===== src/rtl/bus_arbiter_if.sv =====
// Request, downstream MemoryBus and response signals of bus_arbiter.
// master: the arbiter's view; slave: the surrounding requesters/interconnect.
interface bus_arbiter_if #(
   parameter int NUM_PORTS       = 4,
   parameter int DATA_WIDTH      = 24,
   parameter int ADDRESS_WIDTH   = 32,
   parameter int MASTER_ID_WIDTH = 8
);
   logic [NUM_PORTS*ADDRESS_WIDTH-1:0] reqAddress;
   logic [NUM_PORTS*DATA_WIDTH-1:0]    reqData;
   logic [NUM_PORTS-1:0]               reqWrite;
   logic [NUM_PORTS-1:0]               reqValid;
   logic [NUM_PORTS-1:0]               reqTaken;
   logic [DATA_WIDTH-1:0]              rspData;
   logic [NUM_PORTS-1:0]               rspValid;
   logic [NUM_PORTS-1:0]               rspTaken;
   logic [MASTER_ID_WIDTH-1:0]         msID;
   logic [ADDRESS_WIDTH-1:0]           msAddress;
   logic [DATA_WIDTH-1:0]              msData;
   logic                               msWrite;
   logic                               msValid;
   logic                               msTaken;
   logic [MASTER_ID_WIDTH-1:0]         smID;
   logic [DATA_WIDTH-1:0]              smData;
   logic                               smValid;
   logic                               smTaken;

   modport master (
      input  reqAddress, reqData, reqWrite, reqValid, rspTaken, msTaken, smID, smData, smValid,
      output reqTaken, rspData, rspValid, msID, msAddress, msData, msWrite, msValid, smTaken
   );

   modport slave (
      output reqAddress, reqData, reqWrite, reqValid, rspTaken, msTaken, smID, smData, smValid,
      input  reqTaken, rspData, rspValid, msID, msAddress, msData, msWrite, msValid, smTaken
   );
endinterface


===== src/rtl/bus_arbiter.sv =====
// Round-robin arbiter sharing one MemoryBus master port among NUM_PORTS
// requesters. Requests go through a one-entry output slice with the ID
// rewritten to BASE_ID+port; responses are routed back combinationally by ID.
// Optional: define BUS_ARB_STATS_EN to add per-port saturating grant counters.
module bus_arbiter #(
   parameter int NUM_PORTS       = 4,
   parameter int DATA_WIDTH      = 24,
   parameter int ADDRESS_WIDTH   = 32,
   parameter int MASTER_ID_WIDTH = 8,
   parameter int BASE_ID         = 8
) (
   input  logic                  clock,
   input  logic                  reset,
   bus_arbiter_if.master         bus,
   output logic                  idError
`ifdef BUS_ARB_STATS_EN
   ,
   output logic [NUM_PORTS*16-1:0] grantCount
`endif
);
   localparam int PW = (NUM_PORTS > 1) ? $clog2(NUM_PORTS) : 1;

   logic [PW-1:0] rrPointer;
   logic [PW-1:0] winner;
   logic          found;
   logic          load;
   logic          grant;

   // Slice may accept when empty or being drained this cycle; no grants in reset.
   assign load  = !bus.msValid || bus.msTaken;
   assign grant = load && found && reset;

   // Circular search for the first requesting port starting at rrPointer.
   always_comb begin
      found  = 1'b0;
      winner = rrPointer;
      for (int k = 0; k < NUM_PORTS; k++) begin
         int j;
         j = int'(rrPointer) + k;
         if (j >= NUM_PORTS) j = j - NUM_PORTS;
         if (!found && bus.reqValid[j]) begin
            found  = 1'b1;
            winner = PW'(j);
         end
      end
   end

   // One-hot accept to the winner only.
   always_comb begin
      bus.reqTaken = '0;
      if (grant) bus.reqTaken[winner] = 1'b1;
   end

   // Output slice and round-robin pointer; reset drops any buffered request.
   always_ff @(posedge clock or negedge reset) begin
      if (!reset) begin
         bus.msValid   <= 1'b0;
         bus.msID      <= '0;
         bus.msAddress <= '0;
         bus.msData    <= '0;
         bus.msWrite   <= 1'b0;
         rrPointer     <= '0;
      end else if (load) begin
         if (found) begin
            bus.msValid   <= 1'b1;
            bus.msID      <= MASTER_ID_WIDTH'(BASE_ID + int'(winner));
            bus.msAddress <= bus.reqAddress[int'(winner)*ADDRESS_WIDTH +: ADDRESS_WIDTH];
            bus.msData    <= bus.reqData[int'(winner)*DATA_WIDTH +: DATA_WIDTH];
            bus.msWrite   <= bus.reqWrite[winner];
            rrPointer     <= (int'(winner) == NUM_PORTS-1) ? '0 : winner + 1'b1;
         end else begin
            bus.msValid   <= 1'b0;
         end
      end
   end

   // Response routing: in-range IDs go to their port, others are drained.
   int            rspIdx;
   logic          inRange;
   logic [PW-1:0] rspSel;

   always_comb begin
      rspIdx       = int'(bus.smID) - BASE_ID;
      inRange      = (rspIdx >= 0) && (rspIdx < NUM_PORTS);
      rspSel       = rspIdx[PW-1:0];
      bus.rspData  = bus.smData;
      bus.rspValid = '0;
      bus.smTaken  = bus.smValid;
      if (inRange) begin
         bus.rspValid[rspSel] = bus.smValid;
         bus.smTaken          = bus.rspTaken[rspSel];
      end
   end

   // Sticky flag for responses whose ID matches no port.
   always_ff @(posedge clock or negedge reset) begin
      if (!reset)                        idError <= 1'b0;
      else if (bus.smValid && !inRange)  idError <= 1'b1;
   end

`ifdef BUS_ARB_STATS_EN
   logic [NUM_PORTS-1:0][15:0] cnt;

   for (genvar i = 0; i < NUM_PORTS; i++) begin : g_stat
      // Per-port grant counter, saturating at all-ones.
      always_ff @(posedge clock or negedge reset) begin
         if (!reset)
            cnt[i] <= '0;
         else if (grant && int'(winner) == i && cnt[i] != 16'hFFFF)
            cnt[i] <= cnt[i] + 16'd1;
      end
   end

   assign grantCount = cnt;
`endif

endmodule


===== src/flat_wrapper.sv =====
// flat-port wrapper written by rule: the top's interface ports become plain ports
module bus_arbiter_flat 
#(
   parameter int NUM_PORTS       = 4,
   parameter int DATA_WIDTH      = 24,
   parameter int ADDRESS_WIDTH   = 32,
   parameter int MASTER_ID_WIDTH = 8,
   parameter int BASE_ID         = 8
)
  (clock, reset, idError, bus_reqAddress, bus_reqData, bus_reqWrite, bus_reqValid, bus_rspTaken, bus_msTaken, bus_smID, bus_smData, bus_smValid, bus_reqTaken, bus_rspData, bus_rspValid, bus_msID, bus_msAddress, bus_msData, bus_msWrite, bus_msValid, bus_smTaken);
  bus_arbiter_if #(.NUM_PORTS(NUM_PORTS), .DATA_WIDTH(DATA_WIDTH), .ADDRESS_WIDTH(ADDRESS_WIDTH), .MASTER_ID_WIDTH(MASTER_ID_WIDTH)) bus_i ();
  input  logic clock;
  input  logic reset;
  output logic idError;
  input wire logic [$bits(bus_i.reqAddress)-1:0] bus_reqAddress;
  input wire logic [$bits(bus_i.reqData)-1:0] bus_reqData;
  input wire logic [$bits(bus_i.reqWrite)-1:0] bus_reqWrite;
  input wire logic [$bits(bus_i.reqValid)-1:0] bus_reqValid;
  input wire logic [$bits(bus_i.rspTaken)-1:0] bus_rspTaken;
  input wire logic [$bits(bus_i.msTaken)-1:0] bus_msTaken;
  input wire logic [$bits(bus_i.smID)-1:0] bus_smID;
  input wire logic [$bits(bus_i.smData)-1:0] bus_smData;
  input wire logic [$bits(bus_i.smValid)-1:0] bus_smValid;
  output wire logic [$bits(bus_i.reqTaken)-1:0] bus_reqTaken;
  output wire logic [$bits(bus_i.rspData)-1:0] bus_rspData;
  output wire logic [$bits(bus_i.rspValid)-1:0] bus_rspValid;
  output wire logic [$bits(bus_i.msID)-1:0] bus_msID;
  output wire logic [$bits(bus_i.msAddress)-1:0] bus_msAddress;
  output wire logic [$bits(bus_i.msData)-1:0] bus_msData;
  output wire logic [$bits(bus_i.msWrite)-1:0] bus_msWrite;
  output wire logic [$bits(bus_i.msValid)-1:0] bus_msValid;
  output wire logic [$bits(bus_i.smTaken)-1:0] bus_smTaken;
  assign bus_i.reqAddress = bus_reqAddress;
  assign bus_i.reqData = bus_reqData;
  assign bus_i.reqWrite = bus_reqWrite;
  assign bus_i.reqValid = bus_reqValid;
  assign bus_i.rspTaken = bus_rspTaken;
  assign bus_i.msTaken = bus_msTaken;
  assign bus_i.smID = bus_smID;
  assign bus_i.smData = bus_smData;
  assign bus_i.smValid = bus_smValid;
  assign bus_reqTaken = bus_i.reqTaken;
  assign bus_rspData = bus_i.rspData;
  assign bus_rspValid = bus_i.rspValid;
  assign bus_msID = bus_i.msID;
  assign bus_msAddress = bus_i.msAddress;
  assign bus_msData = bus_i.msData;
  assign bus_msWrite = bus_i.msWrite;
  assign bus_msValid = bus_i.msValid;
  assign bus_smTaken = bus_i.smTaken;
  bus_arbiter #(.NUM_PORTS(NUM_PORTS), .DATA_WIDTH(DATA_WIDTH), .ADDRESS_WIDTH(ADDRESS_WIDTH), .MASTER_ID_WIDTH(MASTER_ID_WIDTH), .BASE_ID(BASE_ID)) u_core (.clock(clock), .reset(reset), .bus(bus_i), .idError(idError));
endmodule

===== config.mk =====
export PLATFORM = sky130hd
export DESIGN_NAME = bus_arbiter_flat
export DESIGN_NICKNAME = d
export VERILOG_FILES = /design/src/rtl/bus_arbiter_if.sv /design/src/rtl/bus_arbiter.sv /design/src/flat_wrapper.sv
export SDC_FILE = /design/constraint.sdc
export NUM_CORES = 1
export LEC_CHECK = 0
export CORE_AREA = 8 8 139 141
export CTS_CLUSTER_SIZE = 16
export DETAILED_ROUTE_END_ITERATION = 10
export DIE_AREA = 0 0 147 149
export GPL_TIMING_DRIVEN = 1
export PLACE_DENSITY_LB_ADDON = 0.3
export SLEW_MARGIN = 20
export SYNTH_ARGS = -nofsm -noshare
export SYNTH_HDL_FRONTEND = slang
export SYNTH_SLANG_ARGS = --single-unit

===== constraint.sdc =====
create_clock -name clock -period 2.9 [get_ports clock]
set_input_delay 0.58 -clock clock [delete_from_list [all_inputs] [get_ports clock]]
set_output_delay 0.58 -clock clock [all_outputs]
set_load 0.005 [all_outputs]

==> summary.md, run 1 <==
| Metric | Value |
|---|---|
| Run status | completed |
| TritonCTS Buffers | 9 |
| Via-to-Cell Ratio | 5.14 |
| Post-route minimum period | 2.81 ns |
| Slowest stage delay, CP | roughly 0.48 ns |
| Clock-pin slew on the worst setup and hold paths | 0.06 ns |
| Final total power | 0.00578 W |
| Mean instance size in the synthesized netlist | 9.67 sq um |
| CTS max path bufs | 2 |
| Slack of the critical path | 0.0908 ns |
| H-tree Lvls | 3 |
| DRC marker count from the first detailed-route iteration | 271 |
| Worst-skew pair later-pin latency | between 0.3 and 0.4 ns |
| Number of cells in the design after placement | a little under 1k |
| First-pass iteration count of the detailed router | 5 |
| Post-DP HPWL | 16.3 mm |
| Inserted Diodes | 0 |
| Core Footprint | 17100 sq um |
| Count of flip-flops with a built-in enable after synthesis | 0 |
| Yosys warnings | 0 |
| Cell area after synthesis | 4750 sq um |
| Final non-filler cell total | slightly above 1k |
| Global-route congestion overflow total | 0 |
| Class of the most critical setup path | in -> out |
| Synthesized netlist cell count | about 500 |
| Vias | 5182 |
| GRT Total Usage | about a fifth |
| Share of layout cells above drive strength 1 | 15.8% |
| Vias in the first global route | between 5k and 6k |
| Die Outline Area | 21900 sq um |
| I/O pin count | 372 |
| Filler cell count | between 1.5k and 2k |
| Register-to-Register Path Depth | 6 |
| Endpoint kind of the worst setup timing path | output port |
| Max frequency | 356 MHz |
| Leakage Power | around 3.5 nW |
| WP data arrival | between 2 and 2.5 ns |
| R2r startpoint | u_core.rrPointer[1]$_DFFE_PN0P_ |
| Worst-case clock skew | 0.00428 ns |
| Nets | 1055 |
| Worst IR Drop VDD | 260 uV |
| Final Hold Vio Count | 0 |
| Detailed Route WL | 21.3 mm |
| Predominant post-synthesis flop cell | sky130_fd_sc_hd__dfrtp_1 |
| MaxCap Viol Count | 0 |
| Total power density per cell area | between 600 and 700 nW/um^2 |
| Crit path to | bus_rspValid[0] |
| Final period util | 96.9% |
| # port buffers | between 300 and 400 |
| Setup slack of the worst register-to-register path | 0.61 ns |
| Pre-CTS WS | -0.418 ns |
| Max-slew headroom | 62.0% |
| Critical path startpoint category | primary input |
| Initial cell density of the core | 27.8% |
| DRC | 0 |
| TritonCTS Sinks | 64 |
| # setup viols final | 0 |
| Final GP Congestion | 0.855 |
| Biggest fanout along the worst timing path | 3 |
| Hold/Removal Path Class | in -> async |
| Area growth from synthesis to layout | 77.1% |
| Final routed wire length divided by cell count | 21.2 um |
| ANT nets after route | 0 |
| Wire length of the first global-routing pass | 32.4 mm |
| Reg2reg end | u_core.bus.msData[19]$_DFFE_PN0P_ |
| Async set-reset flop share out of synthesis | 100% |
| RSZ-0062 raised after global routing | no |
| Clock tree from TritonCTS | yes |
| Count of pins over their slew limit | 0 |
| Clk root buf | sky130_fd_sc_hd__clkbuf_16 |
| Die width | 147 um |
| Critical path launch point | bus_smID[3] |
| List of cells traversed by the critical path | clkdlybuf4s50_1, inv_1, ha_1, xor2_1, nor3_2, buf_4, buf_4, nand2_1, nor3_2, buf_2 |
| Antenna violations before repair | 0 |
| Worst path slowest cell | sky130_fd_sc_hd__clkdlybuf4s50_1 |
| Die Height | between 100 and 150 um |
| Hold slack | 0.0404 ns |
| Synth Register Bits | 64 |
| Sequential fraction of the synthesis area | roughly 34% |
| Number of unique standard cell types used by synthesis | 40 |
| Placement row count | 48 |
| Data required time at the worst endpoint | 2.32 ns |
| Transition time of the tightest slew-check pin | about 0.57 ns |
| Largest net degree at the start of global routing | 57 |
==> registers in the layout, summed over array words and instances (netlist names) <==
| signal | flops |
|---|---|
| u_core.bus.msWrite | 1 |
| u_core.bus.msData | 24 |
| u_core.bus.msID | 3 |
| u_core.idError | 1 |
| u_core.rrPointer | 2 |
| u_core.bus.msValid | 1 |
| u_core.bus.msAddress | 32 |
==> placed cells by master (no fill, tap or decap), types with 6 or more instances in the layout <==
master	n
sky130_fd_sc_hd__clkdlybuf4s50_1	304
sky130_fd_sc_hd__dfrtp_1	63
sky130_fd_sc_hd__nand3_1	58
sky130_fd_sc_hd__a21oi_1	58
sky130_fd_sc_hd__o21ai_0	57
sky130_fd_sc_hd__a221o_1	56
sky130_fd_sc_hd__mux2_4	50
sky130_fd_sc_hd__buf_4	27
sky130_fd_sc_hd__nand2_1	10
sky130_fd_sc_hd__clkbuf_16	9
sky130_fd_sc_hd__inv_1	6
sky130_fd_sc_hd__mux2_1	6
sky130_fd_sc_hd__buf_12	6
==> stage by stage <==
step | setup TNS, ns | util [%] | instance area, sq um
finish | 0 | 49.3 | 8400
global route | 0 | 49.3 | 8400
CTS | -0.0114 | 49.3 | 8410
detailed placement | -12.96 | 47.3 | 8070
global placement | -8.15 | 47.3 | 8070
floorplan | 0 | - | 4760
==> final cells by class <==
type | instances | area (sq um) | share of cell area (%)
flip-flops and latches | 64 | 1600 | 19.1
well taps | 225 | 282 | 3.35
multi-input cells | 346 | 2730 | 32.5
inverters | 7 | 26.3 | 0.313
repair buffers | 350 | 3460 | 41.2
clock buffers | 13 | 260 | 3.10
clock inverters | 3 | 40.0 | 0.476
==> worst max-delay path, delay by kind of cell <==
kind | cells | cell delay (ns)
buffers and inverters | 5 | 0.91
AND/OR/NAND/NOR | 3 | 0.40
adder cells (fa/ha/maj) | 1 | 0.19
XOR/XNOR | 1 | 0.15
==> routing by layer <==
layer | vias to the layer above | track usage, % | wire length [um]
met2 | 285 | 32.2 | 10600
met3 | 32 | 5.25 | 1730
met4 | 0 | 6.73 | 461
met5 | - | 0 | 0
met1 | 2460 | 21.9 | 8540
li1 | 2405 | - | -
==> cell usage after synthesis, types with 2 or more instances <==
cell | number | area share, %
sky130_fd_sc_hd__a21oi_1 | 58 | 6.1
sky130_fd_sc_hd__a221o_1 | 56 | 12
sky130_fd_sc_hd__and3_1 | 4 | 0.53
sky130_fd_sc_hd__buf_1 | 3 | 0.24
sky130_fd_sc_hd__buf_2 | 10 | 1.1
sky130_fd_sc_hd__buf_4 | 30 | 4.7
sky130_fd_sc_hd__buf_6 | 6 | 1.4
sky130_fd_sc_hd__clkbuf_1 | 29 | 2.3
sky130_fd_sc_hd__dfrtp_1 | 64 | 34
sky130_fd_sc_hd__ha_1 | 5 | 1.3
sky130_fd_sc_hd__inv_1 | 7 | 0.55
sky130_fd_sc_hd__mux2_1 | 6 | 1.4
sky130_fd_sc_hd__mux2_4 | 50 | 16
sky130_fd_sc_hd__nand2_1 | 10 | 0.79
sky130_fd_sc_hd__nand2b_1 | 2 | 0.26
sky130_fd_sc_hd__nand3_1 | 59 | 6.2
sky130_fd_sc_hd__nor2_1 | 6 | 0.47
sky130_fd_sc_hd__nor2b_1 | 3 | 0.40
sky130_fd_sc_hd__nor3_1 | 3 | 0.32
sky130_fd_sc_hd__o21ai_0 | 59 | 6.2
sky130_fd_sc_hd__o21bai_1 | 2 | 0.32
==> worst min path at each step <==
stage | endpoint | slack, ns | depth (start not counted)
after global placement | u_core.idError$_DFFE_PN0P_ | 0.39 | 1
after global routing | u_core.idError$_DFFE_PN0P_ | 0.03 | 1
after floorplan | u_core.bus.msAddress[0]$_DFFE_PN0P_ | 0.28 | 0
after CTS | u_core.idError$_DFFE_PN0P_ | 0.03 | 1
final | u_core.idError$_DFFE_PN0P_ | 0.04 | 1
after detailed placement | u_core.idError$_DFFE_PN0P_ | 0.39 | 1
==> power breakdown <==
group / switching [W] / internal [W] / total [W]
Combinational: 0.00132 / 0.00185 / 0.00317
Clock: 0.000393 / 0.000710 / 0.00110
Sequential: 0.000247 / 0.00127 / 0.00151
Total: 0.00196 / 0.00382 / 0.00578
==> what timing repair did <==
action,4_1_cts,5_1_grt
gates resized for setup,27,14
hold buffers,0,0
setup buffers,4,0
endpoints found under the setup margin,9,6
pin swaps,3,5
cloned,0,0
==> kinds of logic (layout without fill, tap and decap cells) <==
kind of cell,after synthesis,count (layout),synth area share [%]
AOI/OAI and AO/OA,184,184,26.1
xor gates and xnor gates,1,1,0.185
other,1,5,0.0790
muxes,57,57,17.7
buffers and inverters,85,373,10.3
DFF,64,64,33.7
adders and majority gates,5,5,1.32
and+or+nand+nor,94,94,10.5
(Power assumes the default switching activity.)
==> run 2, diff against run 1 <==
--- a/config.mk
+++ b/config.mk
@@ -5,13 +5,16 @@
 export SDC_FILE = /design/constraint.sdc
 export NUM_CORES = 1
 export LEC_CHECK = 0
+export CAP_MARGIN = 20
 export CORE_AREA = 8 8 139 141
 export CTS_CLUSTER_SIZE = 16
 export DETAILED_ROUTE_END_ITERATION = 10
 export DIE_AREA = 0 0 147 149
 export GPL_TIMING_DRIVEN = 1
+export MAX_ROUTING_LAYER = met4
 export PLACE_DENSITY_LB_ADDON = 0.3
 export SLEW_MARGIN = 20
 export SYNTH_ARGS = -nofsm -noshare
 export SYNTH_HDL_FRONTEND = slang
 export SYNTH_SLANG_ARGS = --single-unit
+export TNS_END_PERCENT = 10
==> summary.md, run 2 (synthesized netlist as in run 1, its figures left out) <==
| Metric | Value |
|---|---|
| Run status | finished, violations left |
| Violations in the final reports | setup timing |
| ANT nets after route | 0 |
| Initial cell density of the core | 27.8% |
| Clock network fraction of total power | 19.1% |
| Final GP Congestion | 0.869 |
| Psw | 0.00197 W |
| Hold slack | between 0.03 and 0.04 ns |
| Transition time of the tightest slew-check pin | 0.590 ns |
| MaxCap Viol Count | 0 |
| Hold_buf cts | 0 |
| Int Pwr | 0.00381 W |
| Clock-pin slew on the worst setup and hold paths | 0.06 ns |
| Die width | between 100 and 150 um |
| Largest net degree at the start of global routing | 57 |
| Critical path startpoint category | primary input |
| TritonCTS Buffers | 9 |
| Number of cells in the design after placement | 988 |
| Leading cell types in the layout, fill and taps excluded | 306 x sky130_fd_sc_hd__clkdlybuf4s50_1, 64 x sky130_fd_sc_hd__dfrtp_1, 58 x sky130_fd_sc_hd__nand3_1, 58 x sky130_fd_sc_hd__a21oi_1, 57 x sky130_fd_sc_hd__o21ai_0 |
| Placement row count | 48 |
| Worst path slowest cell | sky130_fd_sc_hd__clkdlybuf4s50_1 |
| Post-DP HPWL | 16.3 mm |
| Class of the most critical setup path | in -> out |
| GRT Total Usage | a little under a fifth |
| Comb power frac | between 50% and 60% |
| Count of pins over their slew limit | 0 |
| Leakage Power | 3.48 nW |
| Most common library cell in the layout ignoring fill and taps | sky130_fd_sc_hd__clkdlybuf4s50_1 |
| WP data arrival | 2.36 ns |
| R2r startpoint | u_core.rrPointer[1]$_DFFE_PN0P_ |
| # setup viols final | 1 |
| List of cells traversed by the critical path | dlygate4sd2_1, nand2b_1, a221oi_2, and2_4, inv_1, ha_1, and3_1, clkdlybuf4s50_1 |
| Switching part of the total power | around 34% |
| Endpoint kind of the worst setup timing path | output port |
| Final total power | 0.00578 W |
| Global-route congestion overflow total | 0 |
| Die Outline Area | 21900 sq um |
| TritonCTS Sinks | 64 |
| Filler cell count | 1534 |
| Total power density per cell area | around 700 nW/um^2 |
| CTS max path bufs | 2 |
| Detailed Route WL | 21.3 mm |
| Final routed wire length divided by cell count | 21.2 um |
| Share of layout cells above drive strength 1 | 14.7% |
| Worst IR Drop VDD | 261 uV |
| Hold/Removal Path Class | in -> async |
| Max-slew headroom | 60.7% |
| Reg2reg end | u_core.bus.msData[19]$_DFFE_PN0P_ |
| Data required time at the worst endpoint | 2.32 ns |
| I/O pin count | approximately 370 |
| Vias in the first global route | 5560 |
| First-pass iteration count of the detailed router | 5 |
| # port buffers | about 320 |
| Setup slack of the worst register-to-register path | roughly 0.50 ns |
| Die Height | 149 um |
| Number of flip-flops under the largest register name | 32 |
| Register-to-Register Path Depth | 6 |
| RSZ-0062 raised after global routing | yes |
| Slack of the critical path | -0.0424 ns |
| DRC marker count from the first detailed-route iteration | 248 |
| Final non-filler cell total | 1006 |
| Inserted Diodes | 0 |
| Final Hold Vio Count | 0 |
| Reg with most FFs | u_core.bus.msAddress |
| Slowest stage delay, CP | 0.44 ns |
| Max frequency | approximately 340 MHz |
| Clk root buf | sky130_fd_sc_hd__clkbuf_16 |
| Clock tree from TritonCTS | yes |
| Wire length of the first global-routing pass | 32.2 mm |
| Nets | 1053 |
| Post-route minimum period | 2.94 ns |
| DRC | 0 |
| Registers with the most flip-flops | u_core.bus.msAddress x32, u_core.bus.msData x24, u_core.bus.msID x3 |
| Finished Core Util | 49.3% |
| Final period util | 101% |
| Via-to-Cell Ratio | 5.13 |
| Worst-case clock skew | approximately 0.0045 ns |
| Vias | between 5k and 6k |
| Worst-skew pair later-pin latency | approximately 0.33 ns |
| Biggest fanout along the worst timing path | 4 |
| Core Footprint | 17100 sq um |
| Area growth from synthesis to layout | 77.3% |
| H-tree Lvls | 3 |
| Antenna violations before repair | 0 |
| Power share of the sequential group | around a quarter |
-- run 2: changes by cell type in the layout (fill, tap and decap cells not counted), sizes merged --
cell and delta:
clkdlybuf4s50 +2, clkbuf -4, dlygate4sd2 +2, clkdlybuf4s15 +1, buf -4, dlymetal6s2s +1
-- run 2: worst max-delay path: cells and delay by family --
kind,cells,cell delay [ns]
fa+ha+maj,1,0.18
compound gates,1,0.29
simple gates,3,0.52
buf+inv,3,0.79
-- run 2: through the flow --
step	worst slack (ns)	TNS (ns)	area, sq um
4_1_cts	-0.204	-0.302	8400
2_1_floorplan	0.412	0	4760
3_3_place_gp	-0.372	-8.15	8070
6_report	-0.0424	-0.0424	8410
3_5_place_dp	-0.418	-12.96	8070
5_1_grt	-0.118	-0.184	8410
-- run 2: how the worst max path moves through the flow --
stage,from,endpoint,slack [ns],depth (start not counted)
2_1_floorplan,bus_reqValid[1],bus_reqTaken[0],0.41,8
3_3_place_gp,bus_reqValid[3],bus_reqTaken[0],-0.37,8
3_5_place_dp,bus_reqValid[3],bus_reqTaken[0],-0.42,8
4_1_cts,bus_smID[3],bus_rspValid[3],-0.20,9
5_1_grt,bus_reqValid[2],bus_reqTaken[0],-0.12,8
6_report,bus_reqValid[2],bus_reqTaken[0],-0.04,8
-- run 2: what timing repair did --
item                                    CTS  global route
gates resized for setup                  20             5
endpoints found under the setup margin    9             8
pin swaps                                 1             2
setup buffers                             2             0
-- run 2: cell type report --
type,instances,area [sq um],area share [%]
Clock buffer,13,260,3.09
Clock inverter,3,40.0,0.476
Sequential cell,64,1600,19.0
Multi-Input combinational cell,346,2720,32.4
Tap cell,225,282,3.35
Inverter,7,26.3,0.312
Timing Repair Buffer,348,3480,41.4
-- run 2: layer usage --
metal | GRT usage, % | up-vias | share of wire, %
met4 | 6.73 | 0 | 2.1
met5 | - | - | 0
met2 | 32.0 | 293 | 50
met3 | 4.73 | 29 | 7.7
met1 | 22.1 | 2435 | 40
li1 | - | 2401 | -
-- run 2: power groups by stage --
| stage | clock network [W] | logic (W) | registers [W] |
|---|---|---|---|
| 2_1_floorplan | 0 | 0.00156 | 0.00150 |
| 3_3_place_gp | 0 | 0.00313 | 0.00151 |
| 3_5_place_dp | 0 | 0.00315 | 0.00152 |
| 4_1_cts | 0.00114 | 0.00318 | 0.00152 |
| 5_1_grt | 0.00118 | 0.00338 | 0.00157 |
| 6_report | 0.00110 | 0.00316 | 0.00152 |
==> run 3, diff against run 2 <==
--- a/config.mk
+++ b/config.mk
@@ -6,10 +6,12 @@
 export NUM_CORES = 1
 export LEC_CHECK = 0
 export CAP_MARGIN = 20
-export CORE_AREA = 8 8 139 141
+export CELL_PAD_IN_SITES_DETAIL_PLACEMENT = 1
+export CELL_PAD_IN_SITES_GLOBAL_PLACEMENT = 1
+export CORE_MARGIN = 8
+export CORE_UTILIZATION = 23
 export CTS_CLUSTER_SIZE = 16
 export DETAILED_ROUTE_END_ITERATION = 10
-export DIE_AREA = 0 0 147 149
 export GPL_TIMING_DRIVEN = 1
 export MAX_ROUTING_LAYER = met4
 export PLACE_DENSITY_LB_ADDON = 0.3
==> summary.md, run 3 (synthesized netlist as in run 1, its figures left out) <==
| Metric | Value |
|---|---|
| Die width | around 160 um |
| Hold slack | 0.0352 ns |
| Reg2reg end | u_core.bus.msAddress[9]$_DFFE_PN0P_ |
| Run status | finished, violations left |
| DRC | 0 |
| DRC marker count from the first detailed-route iteration | 192 |
| # port buffers | 318 |
| Detailed Route WL | 23.7 mm |
| Final period util | 101% |
| Worst IR Drop VDD | 266 uV |
| Max-slew headroom | ~42% |
| # setup viols final | 2 |
| Via-to-Cell Ratio | 5.02 |
| Initial cell density of the core | between 20% and 30% |
| Hold/Removal Path Class | in -> async |
| Leakage Power | 3.45 nW |
| Final total power | 0.00577 W |
| Share of layout cells above drive strength 1 | 14.6% |
| Max frequency | 340 MHz |
| RSZ-0062 raised after global routing | yes |
| Transition time of the tightest slew-check pin | 0.868 ns |
| Setup slack of the worst register-to-register path | 0.46 ns |
| Class of the most critical setup path | in -> out |
| TritonCTS Sinks | 64 |
| Endpoint kind of the worst setup timing path | output port |
| CTS max path bufs | 2 |
| WP data arrival | 2.36 ns |
| Most common library cell in the layout ignoring fill and taps | sky130_fd_sc_hd__clkdlybuf4s50_1 |
| Violations in the final reports | setup timing |
| Die Height | 160 um |
| I/O pin count | around 370 |
| GRT Total Usage | 18.6% |
| Finished Core Util | 41.8% |
| Vias in the first global route | 6223 |
| Clk root buf | sky130_fd_sc_hd__clkbuf_16 |
| Data required time at the worst endpoint | 2.32 ns |
| Slack of the critical path | -0.0373 ns |
| Inserted Diodes | 0 |
| First-pass iteration count of the detailed router | 4 |
| Register-to-Register Path Depth | 6 |
| Post-DP HPWL | around 18 mm |
| Wire length of the first global-routing pass | between 30 and 40 mm |
| Antenna violations before repair | 0 |
| Worst-skew pair later-pin latency | 0.33 ns |
| Clock-pin slew on the worst setup and hold paths | 0.06 ns |
| Final Hold Vio Count | 0 |
| Number of flip-flops under the largest register name | 32 |
| Final routed wire length divided by cell count | 22.6 um |
| Placed instance area | 8160 sq um |
| Total power density per cell area | 682 nW/um^2 |
| ANT nets after route | 0 |
| Area growth from synthesis to layout | 78.3% |
| Number of cells in the design after placement | 1034 |
| TritonCTS Buffers | 9 |
| MaxCap Viol Count | 0 |
| Vias | ~5.3k |
| Final non-filler cell total | around 1.1k |
| R2r startpoint | u_core.rrPointer[1]$_DFFE_PN0P_ |
| H-tree Lvls | 3 |
| Biggest fanout along the worst timing path | 4 |
| Final GP Congestion | 0.865 |
| Critical path startpoint category | primary input |
| Hold_buf cts | 0 |
| Largest net degree at the start of global routing | 64 |
| Clock tree from TritonCTS | yes |
| Count of pins over their slew limit | 0 |
| Die Outline Area | approximately 25000 sq um |
| Placement row count | between 50 and 60 |
| Registers with the most flip-flops | u_core.bus.msAddress x32, u_core.bus.msData x24, u_core.bus.msID x3 |
| Reg with most FFs | u_core.bus.msAddress |
| Core Footprint | a little over 20000 sq um |
| Worst-case clock skew | between 0.008 and 0.009 ns |
| Leading cell types in the layout, fill and taps excluded | 306 x sky130_fd_sc_hd__clkdlybuf4s50_1, 64 x sky130_fd_sc_hd__dfrtp_1, 58 x sky130_fd_sc_hd__nand3_1, 58 x sky130_fd_sc_hd__a21oi_1, 58 x sky130_fd_sc_hd__o21ai_0 |
| Post-route cell area | 8460 sq um |
| Nets | 1053 |
| Global-route congestion overflow total | 0 |
| Post-route minimum period | 2.94 ns |
[run 3: changes by cell type in the layout (fill, tap and decap cells not counted), sizes merged]
cell,change
bufinv,-1
clkinvlp,+3
dlymetal6s2s,-1
clkbuf,-2
clkdlybuf4s15,+1
[run 3: worst max path at each step]
stage	startpoint	end	slack, ns	cells after the start
2_1_floorplan	bus_reqValid[1]	bus_reqTaken[0]	0.41	8
4_1_cts	bus_smID[3]	bus_rspValid[3]	-0.18	9
3_5_place_dp	bus_reqValid[1]	bus_reqTaken[0]	-0.45	8
5_1_grt	bus_reqValid[0]	bus_reqTaken[2]	-0.13	8
6_report	bus_reqValid[2]	bus_reqTaken[2]	-0.04	8
3_3_place_gp	bus_reqValid[1]	bus_reqTaken[0]	-0.35	8
[run 3: final cells by class]
type                            count  area (sq um)
Timing Repair Buffer              348          3500
Multi-Input combinational cell    346          2720
Clock inverter                      5          32.5
Fill cell                        2275         11800
Tap cell                          270           338
Clock buffer                       11           243
Inverter                            7          26.3
Sequential cell                    64          1600
[run 3: repair_timing]
item / in CTS / in global routing
endpoints found under the setup margin: 9 / 7
pin swaps: 3 / 1
cloned: 0 / 0
resized for setup: 19 / 4
setup buffers: 1 / 0
[run 3: per-layer routing]
metal | GRT usage [%] | share of wire (%) | vias up
li1 | - | - | 2403
met1 | 20.5 | 41 | 2580
met2 | 31.5 | 50 | 242
met3 | 4.78 | 6.6 | 56
met4 | 7.46 | 2.9 | 0
met5 | - | 0 | -
[run 3: worst max-delay path, stage by stage]
cell and delay, ns:
sky130_fd_sc_hd__dlygate4sd2_1 0.27, sky130_fd_sc_hd__nand2b_1 0.17, sky130_fd_sc_hd__a221oi_2 0.29, sky130_fd_sc_hd__and2_4 0.21, sky130_fd_sc_hd__inv_1 0.07, sky130_fd_sc_hd__ha_1 0.19
sky130_fd_sc_hd__and3_1 0.14, sky130_fd_sc_hd__clkdlybuf4s50_1 0.45
[run 3: per-stage QoR]
| stage | worst slack, ns | setup TNS [ns] |
|---|---|---|
| global route | -0.135 | -0.220 |
| finish | -0.0373 | -0.0524 |
| floorplan | 0.412 | 0 |
| CTS | -0.182 | -0.267 |
| global placement | -0.346 | -7.93 |
| detailed placement | -0.453 | -17.44 |
[run 3: power by group]
part | leakage, nW | switching, W | internal, W
logic | 2.54 | 0.00139 | 0.00186
registers | 0.777 | 0.000248 | 0.00126
clock network | 0.128 | 0.000408 | 0.000599
